File: src/rtl/game_control.sv
// Genius memory game sequencer: steps the datapath through setup,
// playback, user entry, checking, round advance and result display.
module game_control #(
  parameter int P_CLR_CYC = 2,
  parameter int P_STATE   = 3
) (
  input  logic               clk_i,
  input  logic               rst_ni,
  input  logic               enter_i,
  input  logic               end_fpga_i,
  input  logic               end_user_i,
  input  logic               end_time_i,
  input  logic               win_i,
  input  logic               match_i,
  output logic               r1_o,
  output logic               r2_o,
  output logic               e1_o,
  output logic               e2_o,
  output logic               e3_o,
  output logic               e4_o,
  output logic               sel_o,
  output logic               result_o,
  output logic [P_STATE-1:0] state_o
);

  localparam int CW =
    (P_CLR_CYC > 1) ? $clog2(P_CLR_CYC) : 1;
  localparam logic [CW-1:0] CLR_LAST =
    CW'(P_CLR_CYC - 1);

  typedef enum logic [P_STATE-1:0] {
    S_INIT   = P_STATE'(0),
    S_SETUP  = P_STATE'(1),
    S_CLEAR  = P_STATE'(2),
    S_SEQ    = P_STATE'(3),
    S_PLAY   = P_STATE'(4),
    S_CHECK  = P_STATE'(5),
    S_NEXT   = P_STATE'(6),
    S_RESULT = P_STATE'(7)
  } state_e;

  state_e        state_q, state_d;
  logic [CW-1:0] cnt_q, cnt_d;
  logic          res_q, res_d;
  logic          enter_q;
  logic          pulse_q;

  // enter_q resets high so a press held across reset release is ignored
  always_ff @(posedge clk_i or negedge rst_ni) begin
    if (!rst_ni) begin
      state_q <= S_INIT;
      cnt_q   <= '0;
      res_q   <= 1'b0;
      enter_q <= 1'b1;
      pulse_q <= 1'b0;
    end else begin
      state_q <= state_d;
      cnt_q   <= cnt_d;
      res_q   <= res_d;
      enter_q <= enter_i;
      pulse_q <= enter_i & ~enter_q;
    end
  end

  always_comb begin
    state_d = state_q;
    cnt_d   = '0;
    res_d   = res_q;
    case (state_q)
      S_INIT: begin
        state_d = S_SETUP;
        res_d   = 1'b0;
      end
      S_SETUP: begin
        if (pulse_q) state_d = S_CLEAR;
      end
      S_CLEAR: begin
        if (cnt_q == CLR_LAST) state_d = S_SEQ;
        else cnt_d = cnt_q + CW'(1);
      end
      S_SEQ: begin
        if (end_fpga_i) state_d = S_PLAY;
      end
      S_PLAY: begin
        if (end_user_i) begin
          state_d = S_CHECK;
        end else if (end_time_i) begin
          state_d = S_RESULT;
          res_d   = 1'b0;
        end
      end
      S_CHECK: begin
        if (!match_i) begin
          state_d = S_RESULT;
          res_d   = 1'b0;
        end else if (win_i) begin
          state_d = S_RESULT;
          res_d   = 1'b1;
        end else begin
          state_d = S_NEXT;
        end
      end
      S_NEXT: begin
        state_d = S_CLEAR;
      end
      S_RESULT: begin
        if (pulse_q) begin
          state_d = S_INIT;
          res_d   = 1'b0;
        end
      end
      default: begin
        state_d = S_INIT;
        res_d   = 1'b0;
      end
    endcase
  end

  always_comb begin
    r1_o  = 1'b0;
    r2_o  = 1'b0;
    e1_o  = 1'b0;
    e2_o  = 1'b0;
    e3_o  = 1'b0;
    e4_o  = 1'b0;
    sel_o = 1'b0;
    case (state_q)
      S_INIT: begin
        r1_o  = 1'b1;
        r2_o  = 1'b1;
        sel_o = 1'b1;
      end
      S_SETUP: begin
        e1_o  = 1'b1;
        sel_o = 1'b1;
      end
      S_CLEAR: begin
        r2_o  = 1'b1;
        sel_o = 1'b1;
      end
      S_SEQ: begin
        e3_o  = 1'b1;
        sel_o = 1'b1;
      end
      S_PLAY: begin
        e2_o  = 1'b1;
        sel_o = 1'b1;
      end
      S_CHECK: sel_o = 1'b1;
      S_NEXT:  e4_o  = 1'b1;
      default: ;
    endcase
  end

  assign result_o = res_q;
  assign state_o  = state_q;

endmodule

File: config.mk
export PLATFORM = sky130hd
export DESIGN_NAME = game_control
export DESIGN_NICKNAME = d
export VERILOG_FILES = /design/src/rtl/game_control.sv
export SDC_FILE = /design/constraint.sdc
export NUM_CORES = 1
export LEC_CHECK = 0
export ABC_AREA = 1
export CAP_MARGIN = 30
export CORE_AREA = 4 4 41 43
export DETAILED_ROUTE_END_ITERATION = 8
export DIE_AREA = 0 0 45 47
export PLACE_DENSITY = 0.7
export SYNTH_ARGS = -nofsm -noshare
export SYNTH_HDL_FRONTEND = slang
export SYNTH_SLANG_ARGS = --single-unit
File: constraint.sdc
create_clock -name clk_i -period 3.15 [get_ports clk_i]
set_input_delay 0.945 -clock clk_i [delete_from_list [all_inputs] [get_ports clk_i]]
set_output_delay 0.945 -clock clk_i [all_outputs]
set_load 0.01 [all_outputs]
==> metrics.md <==
| Metric | Value |
|---|---|
| Setup TNS | 0 ps |
| Max-Cap Viols | 0 |
| Mux cell area share after synthesis | 0% |
| Fmax | about 370 MHz |
| Delay-heaviest family, CP | buffers and inverters |
| Compound-Gate Fraction of Synth Area | between 8 and 9% |
| Core area | approximately 0.0013 mm^2 |
| Adder-Cell Fraction of Synth Area | 0% |
| First-pass GRT wire length | between 1500 and 2000 um |
| CP Launch Type | flop |
| Cell with the most instances after synthesis | nand2_1 |
| Slowest stage delay, CP | approximately 550 ps |
| Measured slew at the worst slew-check pin | between 300 and 400 ps |
| Yosys reg bits | 7 |
| Top-area cell type share of the netlist area | around 30% |
| Final setup fails | 0 |
| Fin. max-slew vios | 0 |
| Syn_nets | 85 |
| CP Buf/Inv Count | 2 |
| RR Startpoint | state_o[2] |
| Post-Synth Simple-Gate Area | about two fifths |
| Worst setup path class | reg -> out |
| Switch share | a little under half |
| Crit-path cells | inv_1 -> nand3_1 -> o21ai_0 -> clkdlybuf4s50_1 |
| Area Overhead vs Synth | 41.1% |
| Pwr Total | approximately 670 uW |
| CP Capture Type | primary output |
| Cts hold-fix bufs | 0 |
| Internal power | between 300 and 400 uW |
| Place WS | between 600 and 700 ps |
| WL/cell | around 10 um |
| Async set-reset flop share out of synthesis | 100% |
| Netlist Area Pre-Place | between 500 and 600 um^2 |
| Top_reg_cell synth | dfrtp_1 |
| Net Switching | approximately 300 uW |
| Initial antenna violation count | 0 |
| Gate Count Post-Synth | 77 |
| Rows | 13 |
| YS warnings | 0 |
| Die Y-Extent | between 40 and 50 um |
| Post-synthesis sequential area ratio | between 30% and 40% |
| CTS Sinks | 7 |
| Post-DP HPWL | 930 um |
| Dpl cells | ~110 |
| Synth top area cells | dfrtp_1, nand2_1, nand3_1 |
| Status | finished clean |
| Initial Util | approximately two fifths |
| Combinational share of power | about three fifths |
| Post-synth EDFFs | 0 |
| CP startpoint | state_o[2] |
| Clk buf depth | 2 |
| Final GP Congestion | between 0.8 and 0.9 |
| Starting DRT DRC Count | 9 |
| Nets | about 110 |
| I/O Buffers | 18 |
| H-tree depth | 1 |
| Pwr dens | approximately 950 mW/mm^2 |
| Final core utilization | 54.4% |
| Fin. Hold Viols | 0 |
| CTS resizes | 0 |
| HP Class | reg -> reg |
| Static leakage | 0.377 nW |
| Layout cell share with drive strength beyond 1 | between 10% and 20% |
| Die footprint | between 0.002 and 0.0025 mm^2 |
| WL final | about 1100 um |
| XOR/XNOR Fraction of Synth Area | 0% |
| Yosys cell types | 16 |
| Antenna cells | 0 |
| Cell taking the most area after synthesis | dfrtp_1 |
| Period minus WS final | 2720 ps |
| Vias in the first global route | 466 |
| Clock skew | between 0.8 and 0.9 ps |
| Ports | 19 |
| Peak supply drop | ~0.00048 V |
| First-pass iteration count of the detailed router | 4 |
| Slew HR | 73.5% |
| Largest net degree at the start of global routing | 13 |
| RSZ-0062 raised after global routing | false |
| Reg power frac | a little over a quarter |
| Critical path required time | roughly 2200 ps |
| CTS tree | yes |
| Clk root buf | clkbuf_4 |
| Via count | 521 |
| Final period utilization | a little under nine tenths |
| Avg Cell Area, Syn | ~6.5 um^2 |
| Post-CTS setup buffer count | 0 |
| Vias/cell | between 4 and 5 |
| Data arrival time of the critical path | 1770 ps |
| Largest family of logic cells by synthesized area | simple AND/OR/NAND/NOR gates |
| GRT Residual Overflow | 0 |
| CTS buffer count | 3 |
| Worst Hold Launch | cnt_q |
| Clk pwr share | between 10% and 20% |
| DRC Markers | 0 |
| Clock transition at path regs | 50 ps |
| Synth top cells by count | nand2_1, nor2_1, inv_1 |
| Remaining antenna violation count | 0 |
| CP max FO | 12 |
| Gr usage total | roughly 12% |
| Final Non-Filler Cells | between 100 and 150 |
| Die X | between 40 and 50 um |
| Clock latency on the worst-skew pair | approximately 240 ps |
| Final WS setup | between 400 and 500 ps |
| Slowest cell on the critical path | clkdlybuf4s50_1 |
-- layout by cell type, fill, tap and decap left out --
cell	count
nor2_2	2
clkbuf_1	1
nand3_1	11
a21boi_0	1
nor2_1	14
dfstp_2	1
o21ai_0	1
dfrtp_1	6
inv_1	12
nand4_1	2
o21bai_1	4
nand2_1	15
clkbuf_4	3
clkdlybuf4s50_1	18
clkinv_1	1
nand2_2	3
inv_2	2
-- final cells by class --
cell class                      instances  area (um^2)
Multi-Input combinational cell         53          250
Fill cell                             140          593
Clock buffer                            4         26.3
Tap cell                               15         18.8
Sequential cell                         7          176
Timing Repair Buffer                   18          180
Inverter                               15         56.3
-- stage by stage --
stage / hold slack [ps] / cell area [um^2]
5_1_grt: 469 / 708
2_1_floorplan: 403 / 502
3_5_place_dp: 422 / 682
3_3_place_gp: 435 / 682
4_1_cts: 429 / 708
6_report: 425 / 708
-- cells by family after synthesis --
group	count (synthesis)
and+or+nand+nor	47
buffers and inverters	17
AOI/OAI and AO/OA	6
DFF	7
-- registers in the layout, summed over array words and instances, names as in the netlist --
name,count
cnt_q,1
state_o,3
pulse_q,1
result_o,1
enter_q,1
-- final timing paths --
path	end	slack, ps	cells after the start
max	r2_o	430	4
max reg2reg	result_o	1750	9
min reg2reg	cnt_q	420	1
min in group asynchronous	state_o[0]	960	1
min	cnt_q	420	1
max in group asynchronous	enter_q	1910	1
-- power by group through the flow --
stage / clock (mW) / sequential (mW) / combinational [mW]
floorplan: 0 / 0.159 / 0.280
global placement: 0 / 0.177 / 0.415
detailed placement: 0 / 0.181 / 0.413
CTS: 0.0836 / 0.180 / 0.415
global route: 0.0869 / 0.188 / 0.462
finish: 0.0777 / 0.180 / 0.413
-- layer usage --
| layer | vias up | track usage, % | part of all wire, % |
|---|---|---|---|
| met3 | 2 | 1.15 | 5.5 |
| met4 | 0 | 8.77 | 0.81 |
| li1 | 279 | - | - |
| met5 | - | 0 | 0 |
| met1 | 220 | 16.0 | 49 |
| met2 | 20 | 18.4 | 44 |
(Power assumes the default switching activity.)
